--- src/rtl/de_reg_pkg.sv ---
// Shared pipeline definitions for the D->E register: NOP encoding, Tnew width,
// instruction field positions and the E-stage register layout.
package de_reg_pkg;

  localparam int unsigned DATA_W = 32;
  localparam int unsigned TNEW_W = 2;

  localparam logic [DATA_W-1:0] NOP = 32'h0000_0000;

  localparam int unsigned RS_HI = 25, RS_LO = 21;
  localparam int unsigned RT_HI = 20, RT_LO = 16;
  localparam int unsigned OP_HI = 31, OP_LO = 26;
  localparam int unsigned FUNC_HI = 5, FUNC_LO = 0;

  typedef struct packed {
    logic [DATA_W-1:0] ir;
    logic [DATA_W-1:0] pc;
    logic [DATA_W-1:0] pc8;
    logic [DATA_W-1:0] rs;
    logic [DATA_W-1:0] rt;
    logic [DATA_W-1:0] ext;
    logic [TNEW_W-1:0] tnew;
    logic              valid;
  } e_stage_t;

  function automatic logic [4:0] ir_rs(input logic [DATA_W-1:0] ir);
    return ir[RS_HI:RS_LO];
  endfunction

  function automatic logic [4:0] ir_rt(input logic [DATA_W-1:0] ir);
    return ir[RT_HI:RT_LO];
  endfunction

  function automatic logic [5:0] ir_op(input logic [DATA_W-1:0] ir);
    return ir[OP_HI:OP_LO];
  endfunction

  function automatic logic [5:0] ir_func(input logic [DATA_W-1:0] ir);
    return ir[FUNC_HI:FUNC_LO];
  endfunction

endpackage

--- src/rtl/de_reg_if.sv ---
// D-stage inputs and E-stage outputs of the D->E pipeline register.
// master drives the decode side, slave is the register itself.
interface de_reg_if;
  import de_reg_pkg::*;

  logic              E_clr;
  logic [DATA_W-1:0] IR_D, PC_D, PC8_D, RD1_D, RD2_D, EXT_D;
  logic [TNEW_W-1:0] Tnew_D;
  logic [DATA_W-1:0] IR_E, PC_E, PC8_E, RS_E, RT_E, EXT_E;
  logic [TNEW_W-1:0] Tnew_E;
  logic              valid_E;

  modport master (
    output E_clr, IR_D, PC_D, PC8_D, RD1_D, RD2_D, EXT_D, Tnew_D,
    input  IR_E, PC_E, PC8_E, RS_E, RT_E, EXT_E, Tnew_E, valid_E
  );

  modport slave (
    input  E_clr, IR_D, PC_D, PC8_D, RD1_D, RD2_D, EXT_D, Tnew_D,
    output IR_E, PC_E, PC8_E, RS_E, RT_E, EXT_E, Tnew_E, valid_E
  );
endinterface

--- src/rtl/de_reg_sat_counter.sv ---
// Saturating up-counter with asynchronous active-high reset; holds at all-ones.
module sat_counter #(
  parameter int unsigned WIDTH = 32
) (
  input  logic             clk,
  input  logic             reset,
  input  logic             inc,
  output logic [WIDTH-1:0] count
);

  always_ff @(posedge clk or posedge reset) begin
    if (reset)
      count <= '0;
    else if (inc && (count != {WIDTH{1'b1}}))
      count <= count + 1'b1;
  end

endmodule

--- src/rtl/de_reg.sv ---
// D->E pipeline register with bubble insertion and Tnew decrement.
// Optional bubble counter enabled by defining DE_BUBBLE_CNT_EN.
module de_reg
  import de_reg_pkg::*;
(
  input  logic              clk,
  input  logic              reset,
  de_reg_if.slave           de
`ifdef DE_BUBBLE_CNT_EN
  ,
  output logic [DATA_W-1:0] bubble_cnt
`endif
);

  e_stage_t e_p1;

  // One cycle spent in D: the result is one cycle closer when it reaches E.
  function automatic logic [TNEW_W-1:0] tnew_dec(input logic [TNEW_W-1:0] t);
    return (t == '0) ? '0 : t - 1'b1;
  endfunction

  // D -> E stage boundary
  always_ff @(posedge clk or posedge reset) begin
    if (reset) begin
      e_p1 <= '0;
    end else if (de.E_clr) begin
      e_p1       <= '0;
      e_p1.ir    <= NOP;
    end else begin
      e_p1.ir    <= de.IR_D;
      e_p1.pc    <= de.PC_D;
      e_p1.pc8   <= de.PC8_D;
      e_p1.rs    <= de.RD1_D;
      e_p1.rt    <= de.RD2_D;
      e_p1.ext   <= de.EXT_D;
      e_p1.tnew  <= tnew_dec(de.Tnew_D);
      e_p1.valid <= 1'b1;
    end
  end

  assign de.IR_E    = e_p1.ir;
  assign de.PC_E    = e_p1.pc;
  assign de.PC8_E   = e_p1.pc8;
  assign de.RS_E    = e_p1.rs;
  assign de.RT_E    = e_p1.rt;
  assign de.EXT_E   = e_p1.ext;
  assign de.Tnew_E  = e_p1.tnew;
  assign de.valid_E = e_p1.valid;

`ifdef DE_BUBBLE_CNT_EN
  sat_counter #(.WIDTH(DATA_W)) u_cnt (
    .clk   (clk),
    .reset (reset),
    .inc   (de.E_clr),
    .count (bubble_cnt)
  );
`endif

endmodule

--- src/flat_wrapper.sv ---
// flat-port wrapper written by rule: the top's interface ports become plain ports
module de_reg_flat import de_reg_pkg::*;
  (clk, reset, de_E_clr, de_IR_D, de_PC_D, de_PC8_D, de_RD1_D, de_RD2_D, de_EXT_D, de_Tnew_D, de_IR_E, de_PC_E, de_PC8_E, de_RS_E, de_RT_E, de_EXT_E, de_Tnew_E, de_valid_E);
  de_reg_if de_i ();
  input  logic clk;
  input  logic reset;
  input wire logic [$bits(de_i.E_clr)-1:0] de_E_clr;
  input wire logic [$bits(de_i.IR_D)-1:0] de_IR_D;
  input wire logic [$bits(de_i.PC_D)-1:0] de_PC_D;
  input wire logic [$bits(de_i.PC8_D)-1:0] de_PC8_D;
  input wire logic [$bits(de_i.RD1_D)-1:0] de_RD1_D;
  input wire logic [$bits(de_i.RD2_D)-1:0] de_RD2_D;
  input wire logic [$bits(de_i.EXT_D)-1:0] de_EXT_D;
  input wire logic [$bits(de_i.Tnew_D)-1:0] de_Tnew_D;
  output wire logic [$bits(de_i.IR_E)-1:0] de_IR_E;
  output wire logic [$bits(de_i.PC_E)-1:0] de_PC_E;
  output wire logic [$bits(de_i.PC8_E)-1:0] de_PC8_E;
  output wire logic [$bits(de_i.RS_E)-1:0] de_RS_E;
  output wire logic [$bits(de_i.RT_E)-1:0] de_RT_E;
  output wire logic [$bits(de_i.EXT_E)-1:0] de_EXT_E;
  output wire logic [$bits(de_i.Tnew_E)-1:0] de_Tnew_E;
  output wire logic [$bits(de_i.valid_E)-1:0] de_valid_E;
  assign de_i.E_clr = de_E_clr;
  assign de_i.IR_D = de_IR_D;
  assign de_i.PC_D = de_PC_D;
  assign de_i.PC8_D = de_PC8_D;
  assign de_i.RD1_D = de_RD1_D;
  assign de_i.RD2_D = de_RD2_D;
  assign de_i.EXT_D = de_EXT_D;
  assign de_i.Tnew_D = de_Tnew_D;
  assign de_IR_E = de_i.IR_E;
  assign de_PC_E = de_i.PC_E;
  assign de_PC8_E = de_i.PC8_E;
  assign de_RS_E = de_i.RS_E;
  assign de_RT_E = de_i.RT_E;
  assign de_EXT_E = de_i.EXT_E;
  assign de_Tnew_E = de_i.Tnew_E;
  assign de_valid_E = de_i.valid_E;
  de_reg u_core (.clk(clk), .reset(reset), .de(de_i));
endmodule
--- config.mk ---
export PLATFORM = sky130hd
export DESIGN_NAME = de_reg_flat
export DESIGN_NICKNAME = d
export VERILOG_FILES = /design/src/rtl/de_reg_pkg.sv /design/src/rtl/de_reg_if.sv /design/src/rtl/de_reg_sat_counter.sv /design/src/rtl/de_reg.sv /design/src/flat_wrapper.sv
export SDC_FILE = /design/constraint.sdc
export NUM_CORES = 1
export LEC_CHECK = 0
export ABC_AREA = 1
export CAP_MARGIN = 10
export CORE_AREA = 2 2 154 156
export DETAILED_ROUTE_END_ITERATION = 12
export DIE_AREA = 0 0 156 158
export PLACE_DENSITY_LB_ADDON = 0.15
export SETUP_SLACK_MARGIN = 0.05
export SYNTH_ARGS = -nofsm -noshare
export SYNTH_HDL_FRONTEND = slang
export SYNTH_SLANG_ARGS = --single-unit
--- constraint.sdc ---
create_clock -name clk -period 7.5 [get_ports clk]
set_input_delay 1.125 -clock clk [delete_from_list [all_inputs] [get_ports clk]]
set_output_delay 1.125 -clock clk [all_outputs]
set_load 0.02 [all_outputs]
== After elaboration in Yosys (flattened, before gate mapping) ==
Cells that the tools add are included.

* Add/subtract/negate cells: 1
* Multiplexer cells: 2
* Reductions and logical operators: 1

{| class="wikitable"
|+ Operators by type and width
! kind !! count
|-
| 2-to-1 mux 195 bit || 1
|-
| logical NOT 2 bit || 1
|-
| 2-to-1 mux 2 bit || 1
|-
| subtractor 2 x 1 -> 2 bit (second input constant) || 1
|}

* Flip-flop bits (word level): 195
* Word-level logic and storage cells: 12
* Input port bits: 197

== Longest topological paths before layout ==
Gate-level depths: netlist (run 1).

* Word-level depth: 3
* Depth in mapped cells: 5
* Gate-level depth less buffers: 3

== Least setup slack after synthesis (run 1) ==
No wires, ideal clock.

* Kind: input to register
* Start: input de_E_clr
* End: register u_core.e_p1 (netlist bit u_core.de.EXT_E[24])
* Buffers on the path: 3
* Setup time: 117 ps
* Slack: 5775 ps
* Required time: 7383 ps
* Arrival: 1608 ps
* Stages on the path: 4
* Cell sequence: buf_2 -> buf_6 -> buf_6 -> nor2_2

* Longest elaborated chain between the ends: 1

{| class="wikitable"
|+ RTL lines
! item !! RTL line !! source
|-
| start: declaration || flat_wrapper.sv:7 || <nowiki>input wire logic [$bits(de_i.E_clr)-1:0] de_E_clr;</nowiki>
|-
| 2-to-1 mux 195 bit || de_reg.sv:26 || <nowiki>end else if (de.E_clr) begin</nowiki>
|-
| end: declaration || de_reg.sv:15 || <nowiki>e_stage_t e_p1;</nowiki>
|}

No other way between the ends.

==> flow_metrics.py, run 1 <==
metrics = {
    "status": {
        "outcome": "finished clean",
    },
    "timing": {
        "hold_slack_ns": 1.19,
        "finalSetupTns_ns": 0,
        "final_max_slew_viol_count": 0,
        "period_needed_ns": 2.76,
        "rsz0062_at_grt": "no",
        "finalHoldViolations": 0,
        "tightest_slew_ns": 0.936,
        "max_clock_freq_mhz": 363,
        "setup_viol": 0,
        "slew_headroom_pct": 37.6,
        "period_share_pct": 36.8,
    },
    "synth": {
        "ys_ff_latch": 195,
        "avgSynthCellArea_um2": 10.9,
        "netlist_area_mm2": 0.00659,
        "ys_warn_count": 0,
        "synth.distinct_cells": 7,
        "synth-seq-area-share_pct": 74.0,
        "syn-num-nets": 804,
        "syn_inst": 607,
    },
    "place": {
        "dpl.hpwl_um": 14000,
        "io_buffers": 391,
        "gp_congestion": 0.723,
    },
    "clocking": {
        "clkSinkCount": 195,
        "post_cts_buffers": 0,
        "cts_buffers": 17,
        "cts_resized": 0,
        "clockBufferDepth": 2,
        "cts_tree": "built",
        "clock-root-buffer": "clkbuf_16",
        "path_clk_slew_ns": 0.08,
        "htree_num_levels": 4,
        "hold_buffers": 0,
    },
    "drt": {
        "drt_first_pass_iters": 4,
        "first_iter_violations": 162,
        "drtAntennaViolNets": 0,
        "drc": 0,
        "postRouteWirelength_um": 19100,
        "vias_per_cell": 3.75,
        "routedWlPerCell_um": 14.7,
        "vias": 4881,
    },
    "power_and_ir_drop": {
        "p_leak_nw": 5.72,
        "p_total_w": 0.00241,
        "p_per_area_mw_per_mm2": 214,
        "ir_worst_vdd_v": 0.000119,
    },
    "min_path": {
        "hp-class": "in -> reg",
    },
    "cells_and_area": {
        "num_antenna_cells": 0,
        "fillers": 2152,
        "finish.utilization_pct": 48.9,
        "syn_to_final_growth_pct": 70.9,
        "drive_gt1_share_pct": 4.46,
        "fin_nets": 1194,
    },
    "die": {
        "start_util_pct": 28.6,
        "pin_count": 392,
        "die_area_mm2": 0.0246,
        "die-width_um": 156,
        "dieHeight_um": 158,
        "rows": 56,
        "coreArea_mm2": 0.0231,
    },
    "grt": {
        "grt_max_degree": 133,
        "overflow": 0,
        "grt_pass1_vias": 4928,
        "grt_usage_pct": 15.4,
        "antenna_found_initial": 1,
        "grt_pass1_wl_um": 28100,
    },
    "setup_path": {
        "required_ns": 7.96,
        "crit_arrival_ns": 3.21,
        "crit_path_start_kind": "input pin",
        "critPathKind": "in -> async",
        "end_kind": "asynchronous set/reset pin",
        "critPathMaxFanout": 132,
    },
    "flow_run": {
        "drv_cap": 0,
    },
}
per-layer routing:
| metal | wire length, um | global-route usage [%] | vias up |
|---|---|---|---|
| li1 | - | - | 2404 |
| met1 | 7140 | 17.2 | 2241 |
| met2 | 9830 | 26.6 | 217 |
| met3 | 1770 | 6.19 | 17 |
| met4 | 331 | 5.64 | 2 |
| met5 | 13 | 0 | - |
synthesized netlist by cell type:
| master | number | share of area (%) |
|---|---|---|
| dfrtp_1 | 195 | 74 |
| inv_1 | 194 | 11 |
| nor2_1 | 184 | 10 |
| buf_6 | 18 | 3.1 |
| nor2_2 | 10 | 0.95 |
| buf_2 | 4 | 0.30 |
| nand2_1 | 2 | 0.11 |
metrics by stage:
step / setup WS, ns / instance area, um2 / instances
3_3_place_gp: 4.23 / 10700 / 1268
3_5_place_dp: 4.22 / 10700 / 1268
6_report: 4.74 / 11300 / 1300
2_1_floorplan: 1.06 / 6590 / 607
5_1_grt: 4.43 / 11300 / 1300
4_1_cts: 4.69 / 11300 / 1300
power by group:
| part | internal (W) | switching [W] | total (W) |
|---|---|---|---|
| sequential | 0.00110 | 0.0000143 | 0.00112 |
| combinational | 0.000198 | 0.000175 | 0.000373 |
| clock | 0.000478 | 0.000443 | 0.000920 |
| total | 0.00178 | 0.000632 | 0.00241 |
flip-flops by register name, indices dropped and copies added, names as in the netlist:
name	flops
u_core.de.valid_E	1
u_core.de.PC8_E	32
u_core.de.IR_E	32
u_core.de.EXT_E	32
u_core.de.RT_E	32
u_core.de.PC_E	32
u_core.de.RS_E	32
u_core.de.Tnew_E	2
kinds of logic (layout without fill, tap and decap cells):
| group | after synthesis | count (layout) | synth area share (%) |
|---|---|---|---|
| DFF | 195 | 195 | 74.0 |
| and+or+nand+nor | 196 | 196 | 11.5 |
| buffers and inverters | 216 | 619 | 14.4 |
cell type report:
type | count | area (um2) | area share [%]
inverter | 194 | 736 | 6.53
clock inverter | 14 | 168 | 1.49
multi-input combinational | 196 | 761 | 6.75
clock buffer | 18 | 429 | 3.81
timing repair buffer | 393 | 3930 | 34.9
sequential | 195 | 4880 | 43.3
tap | 290 | 363 | 3.22
final timing paths:
check / from / end / slack (ns) / depth (start not counted)
min in group asynchronous: reset / u_core.de.PC_E[10] / 1.27 / 2
max: reset / u_core.de.PC_E[6] / 4.74 / 3
min: de_PC8_D[3] / u_core.de.PC8_E[3] / 1.19 / 3
max in group clk: u_core.de.PC8_E[15] / de_PC8_E[15] / 4.95 / 1
cells in the final DEF, fill, tap and decap left out, drive strengths merged:
master           n
buf              3
bufinv           1
clkbuf          18
clkdlybuf4s50  390
clkinv           6
dfrtp          195
inv            201
nand2            2
nor2           194
worst max-delay path, stage by stage:
cell             delay [ns]
clkdlybuf4s50_1        0.49
inv_8                  0.62
buf_4                  0.78
Note: power is estimated with default switching activity, not from simulation.
==> run 2: changes to the inputs <==
==> constraint.sdc (replaced) <==
create_clock -name clk -period 2.65 [get_ports clk]
set_input_delay 0.3975 -clock clk [delete_from_list [all_inputs] [get_ports clk]]
set_output_delay 0.3975 -clock clk [all_outputs]
set_load 0.02 [all_outputs]
==> flow_metrics.py, run 2 (synthesized netlist as in run 1, its figures left out) <==
metrics = {
    "status": {
        "outcome": "finished clean",
    },
    "drt": {
        "routedWlPerCell_um": 14.3,
        "drtAntennaViolNets": 0,
        "first_iter_violations": 187,
        "drc": 0,
        "vias": 4885,
        "drt_first_pass_iters": 4,
        "postRouteWirelength_um": 18700,
        "vias_per_cell": 3.74,
    },
    "grt": {
        "grt_pass1_wl_um": 27600,
        "grt_max_degree": 76,
        "antenna_found_initial": 0,
        "overflow": 0,
        "grt_pass1_vias": 4881,
        "grt_usage_pct": 15.0,
    },
    "setup_path": {
        "crit_path_max_incr_delay_ns": 0.62,
        "critPathKind": "reg -> out",
        "critPathBufInv": 1,
        "critPathMaxFanout": 1,
        "slowest_stage": "clkdlybuf4s50_1",
        "required_ns": 2.25,
        "end_kind": "output port",
        "crit_path_start_kind": "flop",
        "crit_arrival_ns": 1.42,
        "crit_chain": "clkdlybuf4s50_1",
        "path_delay_family": "buffers and inverters",
    },
    "power_and_ir_drop": {
        "p_total_w": 0.00672,
        "p_per_area_mw_per_mm2": 592,
        "p_leak_nw": 5.73,
        "ir_worst_vdd_v": 0.000389,
    },
    "die": {
        "dieHeight_um": 158,
        "coreArea_mm2": 0.0231,
        "die_area_mm2": 0.0246,
        "pin_count": 392,
        "start_util_pct": 28.6,
        "rows": 56,
        "die-width_um": 156,
    },
    "cells_and_area": {
        "multi_input_comb_area_um2": 761,
        "fin_nets": 1201,
        "final_cells": 1306,
        "drive_gt1_share_pct": 4.92,
        "regArea_mm2": 0.00488,
        "num_antenna_cells": 0,
        "syn_to_final_growth_pct": 72.0,
        "layout_common_cells": "390 x clkdlybuf4s50_1, 195 x dfrtp_1, 193 x inv_1",
        "final_common_cell": "clkdlybuf4s50_1",
        "fillers": 2107,
    },
    "timing": {
        "period_needed_ns": 1.81,
        "tightest_slew_ns": 0.576,
        "rsz0062_at_grt": "no",
        "finalHoldViolations": 0,
        "period_share_pct": 68.5,
        "slew_headroom_pct": 61.5,
        "max_clock_freq_mhz": 551,
        "final_max_slew_viol_count": 0,
        "fin_ws_ns": 0.835,
        "setup_viol": 0,
    },
    "clocking": {
        "clockBufferDepth": 2,
        "post_cts_buffers": 0,
        "cts_tree": "built",
        "clkSinkCount": 195,
        "hold_buffers": 0,
        "htree_num_levels": 4,
        "clock-root-buffer": "clkbuf_16",
        "cts_resized": 0,
        "path_clk_slew_ns": 0.08,
        "cts_buffers": 17,
    },
    "place": {
        "dpl.hpwl_um": 13900,
        "pre_cts_ws_ns": 1.09,
        "dp.cells": 1275,
        "gp_congestion": 0.750,
        "io_buffers": 391,
    },
    "flow_run": {
        "drv_cap": 0,
    },
    "min_path": {
        "hp-class": "in -> reg",
    },
}
[run 2: changes by cell type in the layout (fill, tap and decap cells not counted), sizes merged]
cell,before,now
clkbuf,18,19
clkinvlp,0,7
inv,201,198
buf,3,10
clkinv,6,0
[run 2: worst paths after layout]
path                                startpoint                   to  slack (ns)  cells past startpoint
worst max-delay path       u_core.de.PC8_E[29]         de_PC8_E[29]        0.84                      1
max in group asynchronous                reset   u_core.de.RS_E[18]        1.58                      3
worst min-delay path                  de_E_clr   u_core.de.EXT_E[9]        0.36                      2
min in group asynchronous                reset  u_core.de.EXT_E[23]        0.39                      2
[run 2: final cells by class]
cell class,instances,area share [%]
Sequential cell,195,43.0
Timing Repair Buffer,400,35.7
Multi-Input combinational cell,196,6.71
Inverter,194,6.46
Clock buffer,19,3.82
Tap cell,290,3.20
Clock inverter,12,1.09
[run 2: stage by stage]
stage / hold slack (ns) / utilization, % / cell area [um2] / TNS [ns]
6_report: 0.364 / 49.2 / 11300 / 0
5_1_grt: 0.380 / 49.2 / 11300 / 0
4_1_cts: 0.374 / 49.2 / 11300 / 0
3_5_place_dp: 0.828 / 46.8 / 10800 / 0
3_3_place_gp: 0.823 / 46.8 / 10800 / 0
2_1_floorplan: 0.463 / - / 6600 / -51.85
[run 2: layer usage]
| metal | global-route usage (%) | part of all wire [%] |
|---|---|---|
| met3 | 6.84 | 11 |
| met4 | 5.33 | 2.0 |
| met2 | 26.6 | 51 |
| met5 | 0 | 0 |
| met1 | 15.6 | 36 |
[run 2: power by group]
group / internal (W) / leakage (nW) / switching (W) / total (W)
Combinational: 0.000575 / 2.96 / 0.000495 / 0.00107
Sequential: 0.00312 / 2.51 / 0.0000399 / 0.00316
Clock: 0.00131 / 0.253 / 0.00117 / 0.00248
Total: 0.00501 / 5.73 / 0.00170 / 0.00672
==> run 3: changes to the inputs <==
--- a/config.mk
+++ b/config.mk
@@ -7,9 +7,9 @@
 export LEC_CHECK = 0
 export ABC_AREA = 1
 export CAP_MARGIN = 10
-export CORE_AREA = 2 2 154 156
+export CORE_AREA = 2 2 151 153
 export DETAILED_ROUTE_END_ITERATION = 12
-export DIE_AREA = 0 0 156 158
+export DIE_AREA = 0 0 153 155
 export PLACE_DENSITY_LB_ADDON = 0.15
 export SETUP_SLACK_MARGIN = 0.05
 export SYNTH_ARGS = -nofsm -noshare
==> constraint.sdc (replaced) <==
create_clock -name clk -period 1.6 [get_ports clk]
set_input_delay 0.24 -clock clk [delete_from_list [all_inputs] [get_ports clk]]
set_output_delay 0.24 -clock clk [all_outputs]
set_load 0.02 [all_outputs]
==> flow_metrics.py, run 3 (synthesized netlist as in run 1, its figures left out) <==
metrics = {
    "setup_path": {
        "crit_chain": "dlygate4sd2_1",
        "crit_arrival_ns": 1.15,
        "crit_path_max_incr_delay_ns": 0.40,
        "crit_path_start_kind": "flop",
        "worstSetupStartpoint": "u_core.de.IR_E[26]",
        "critPathMaxFanout": 1,
        "required_ns": 1.36,
        "path_delay_family": "flip-flops",
        "slowest_stage": "dfrtp_1",
        "end_kind": "output port",
        "critPathBufInv": 1,
        "critPathKind": "reg -> out",
    },
    "grt": {
        "grt_pass1_vias": 5102,
        "grt_max_degree": 98,
        "grt_usage_pct": 16.5,
        "antenna_found_initial": 1,
        "overflow": 0,
        "grt_pass1_wl_um": 29800,
    },
    "clocking": {
        "clkSinkCount": 195,
        "post_cts_buffers": 0,
        "hold_buffers": 0,
        "cts_tree": "built",
        "clockBufferDepth": 2,
        "cts_resized": 195,
        "cts_buffers": 17,
        "path_clk_slew_ns": 0.07,
        "clock-root-buffer": "clkbuf_16",
        "htree_num_levels": 4,
    },
    "drt": {
        "drc": 0,
        "vias": 5004,
        "routedWlPerCell_um": 14.8,
        "drt_first_pass_iters": 4,
        "postRouteWirelength_um": 19300,
        "dr_wl_met2_um": 9820,
        "first_iter_violations": 157,
        "wl_met1_um": 7290,
        "drtAntennaViolNets": 0,
        "maxUsedRoutingLayer": "met5",
        "route.met3.wl_um": 1740,
        "vias_per_cell": 3.84,
    },
    "power_and_ir_drop": {
        "ir_worst_vdd_v": 0.000663,
        "p_leak_nw": 6.37,
        "p_per_area_mw_per_mm2": 981,
        "p_total_w": 0.0109,
    },
    "place": {
        "dpl-instance-area_mm2": 0.0108,
        "dpl.hpwl_um": 14600,
        "io_buffers": 391,
        "gp_congestion": 0.744,
        "dp.cells": 1273,
    },
    "cells_and_area": {
        "fin_nets": 1204,
        "final_cell_area_mm2": 0.0111,
        "layout_common_cells": "195 x clkdlybuf4s50_1, 195 x dlygate4sd2_1, 195 x dfrtp_1",
        "regArea_mm2": 0.00488,
        "finish.utilization_pct": 50.1,
        "final_cells": 1304,
        "fillers": 2154,
        "drive_gt1_share_pct": 5.40,
        "multi_input_comb_area_um2": 761,
        "num_antenna_cells": 0,
        "syn_to_final_growth_pct": 69.0,
    },
    "die": {
        "die_area_mm2": 0.0237,
        "dieHeight_um": 155,
        "rows": 55,
        "coreArea_mm2": 0.0222,
        "die-width_um": 153,
        "pin_count": 392,
        "start_util_pct": 29.7,
    },
    "flow_run": {
        "drv_cap": 0,
    },
    "status": {
        "outcome": "finished clean",
    },
    "timing": {
        "finalHoldViolations": 0,
        "slew_headroom_pct": 64.0,
        "final_max_slew_viol_count": 0,
        "max_clock_freq_mhz": 721,
        "tightest_slew_ns": 0.540,
        "period_needed_ns": 1.39,
        "setup_viol": 0,
        "rsz0062_at_grt": "no",
        "period_share_pct": 86.7,
    },
    "min_path": {
        "hold_path_startpoint": "de_E_clr",
        "hp-class": "in -> reg",
    },
}
-- run 3: per-layer routing --
layer	up-vias	track usage (%)
met1	2331	18.7
met4	2	5.07
met2	222	28.5
met5	-	0
met3	26	6.94
li1	2423	-
-- run 3: path summary, 6_finish.rpt --
kind	end	slack, ns	depth (start not counted)
max in group asynchronous	u_core.de.EXT_E[13]	0.78	3
min in group asynchronous	u_core.de.RS_E[17]	0.35	3
setup / recovery	de_IR_E[26]	0.21	1
hold / removal	u_core.de.valid_E	0.19	2
-- run 3: final cells by class --
cell class,instances,area share (%)
clock inverter,13,1.10
tap,285,3.20
timing repair buffer,403,34.6
sequential,195,43.8
inverter,194,6.57
clock buffer,18,3.94
multi-input combinational,196,6.83
-- run 3: power breakdown --
part / internal [W] / leakage [nW] / switching [W]
logic: 0.000782 / 3.59 / 0.000832
clock network: 0.00209 / 0.265 / 0.00200
registers: 0.00517 / 2.51 / 0.0000534
total: 0.00804 / 6.37 / 0.00289
-- run 3: stage by stage --
stage | TNS (ns) | setup slack [ns] | hold slack (ns)
2_1_floorplan | -225.89 | -1.16 | 0.306
5_1_grt | 0 | 0.169 | 0.182
6_report | 0 | 0.213 | 0.186
3_5_place_dp | 0 | 0.333 | 0.632
3_3_place_gp | 0 | 0.312 | 0.626
4_1_cts | 0 | 0.184 | 0.177
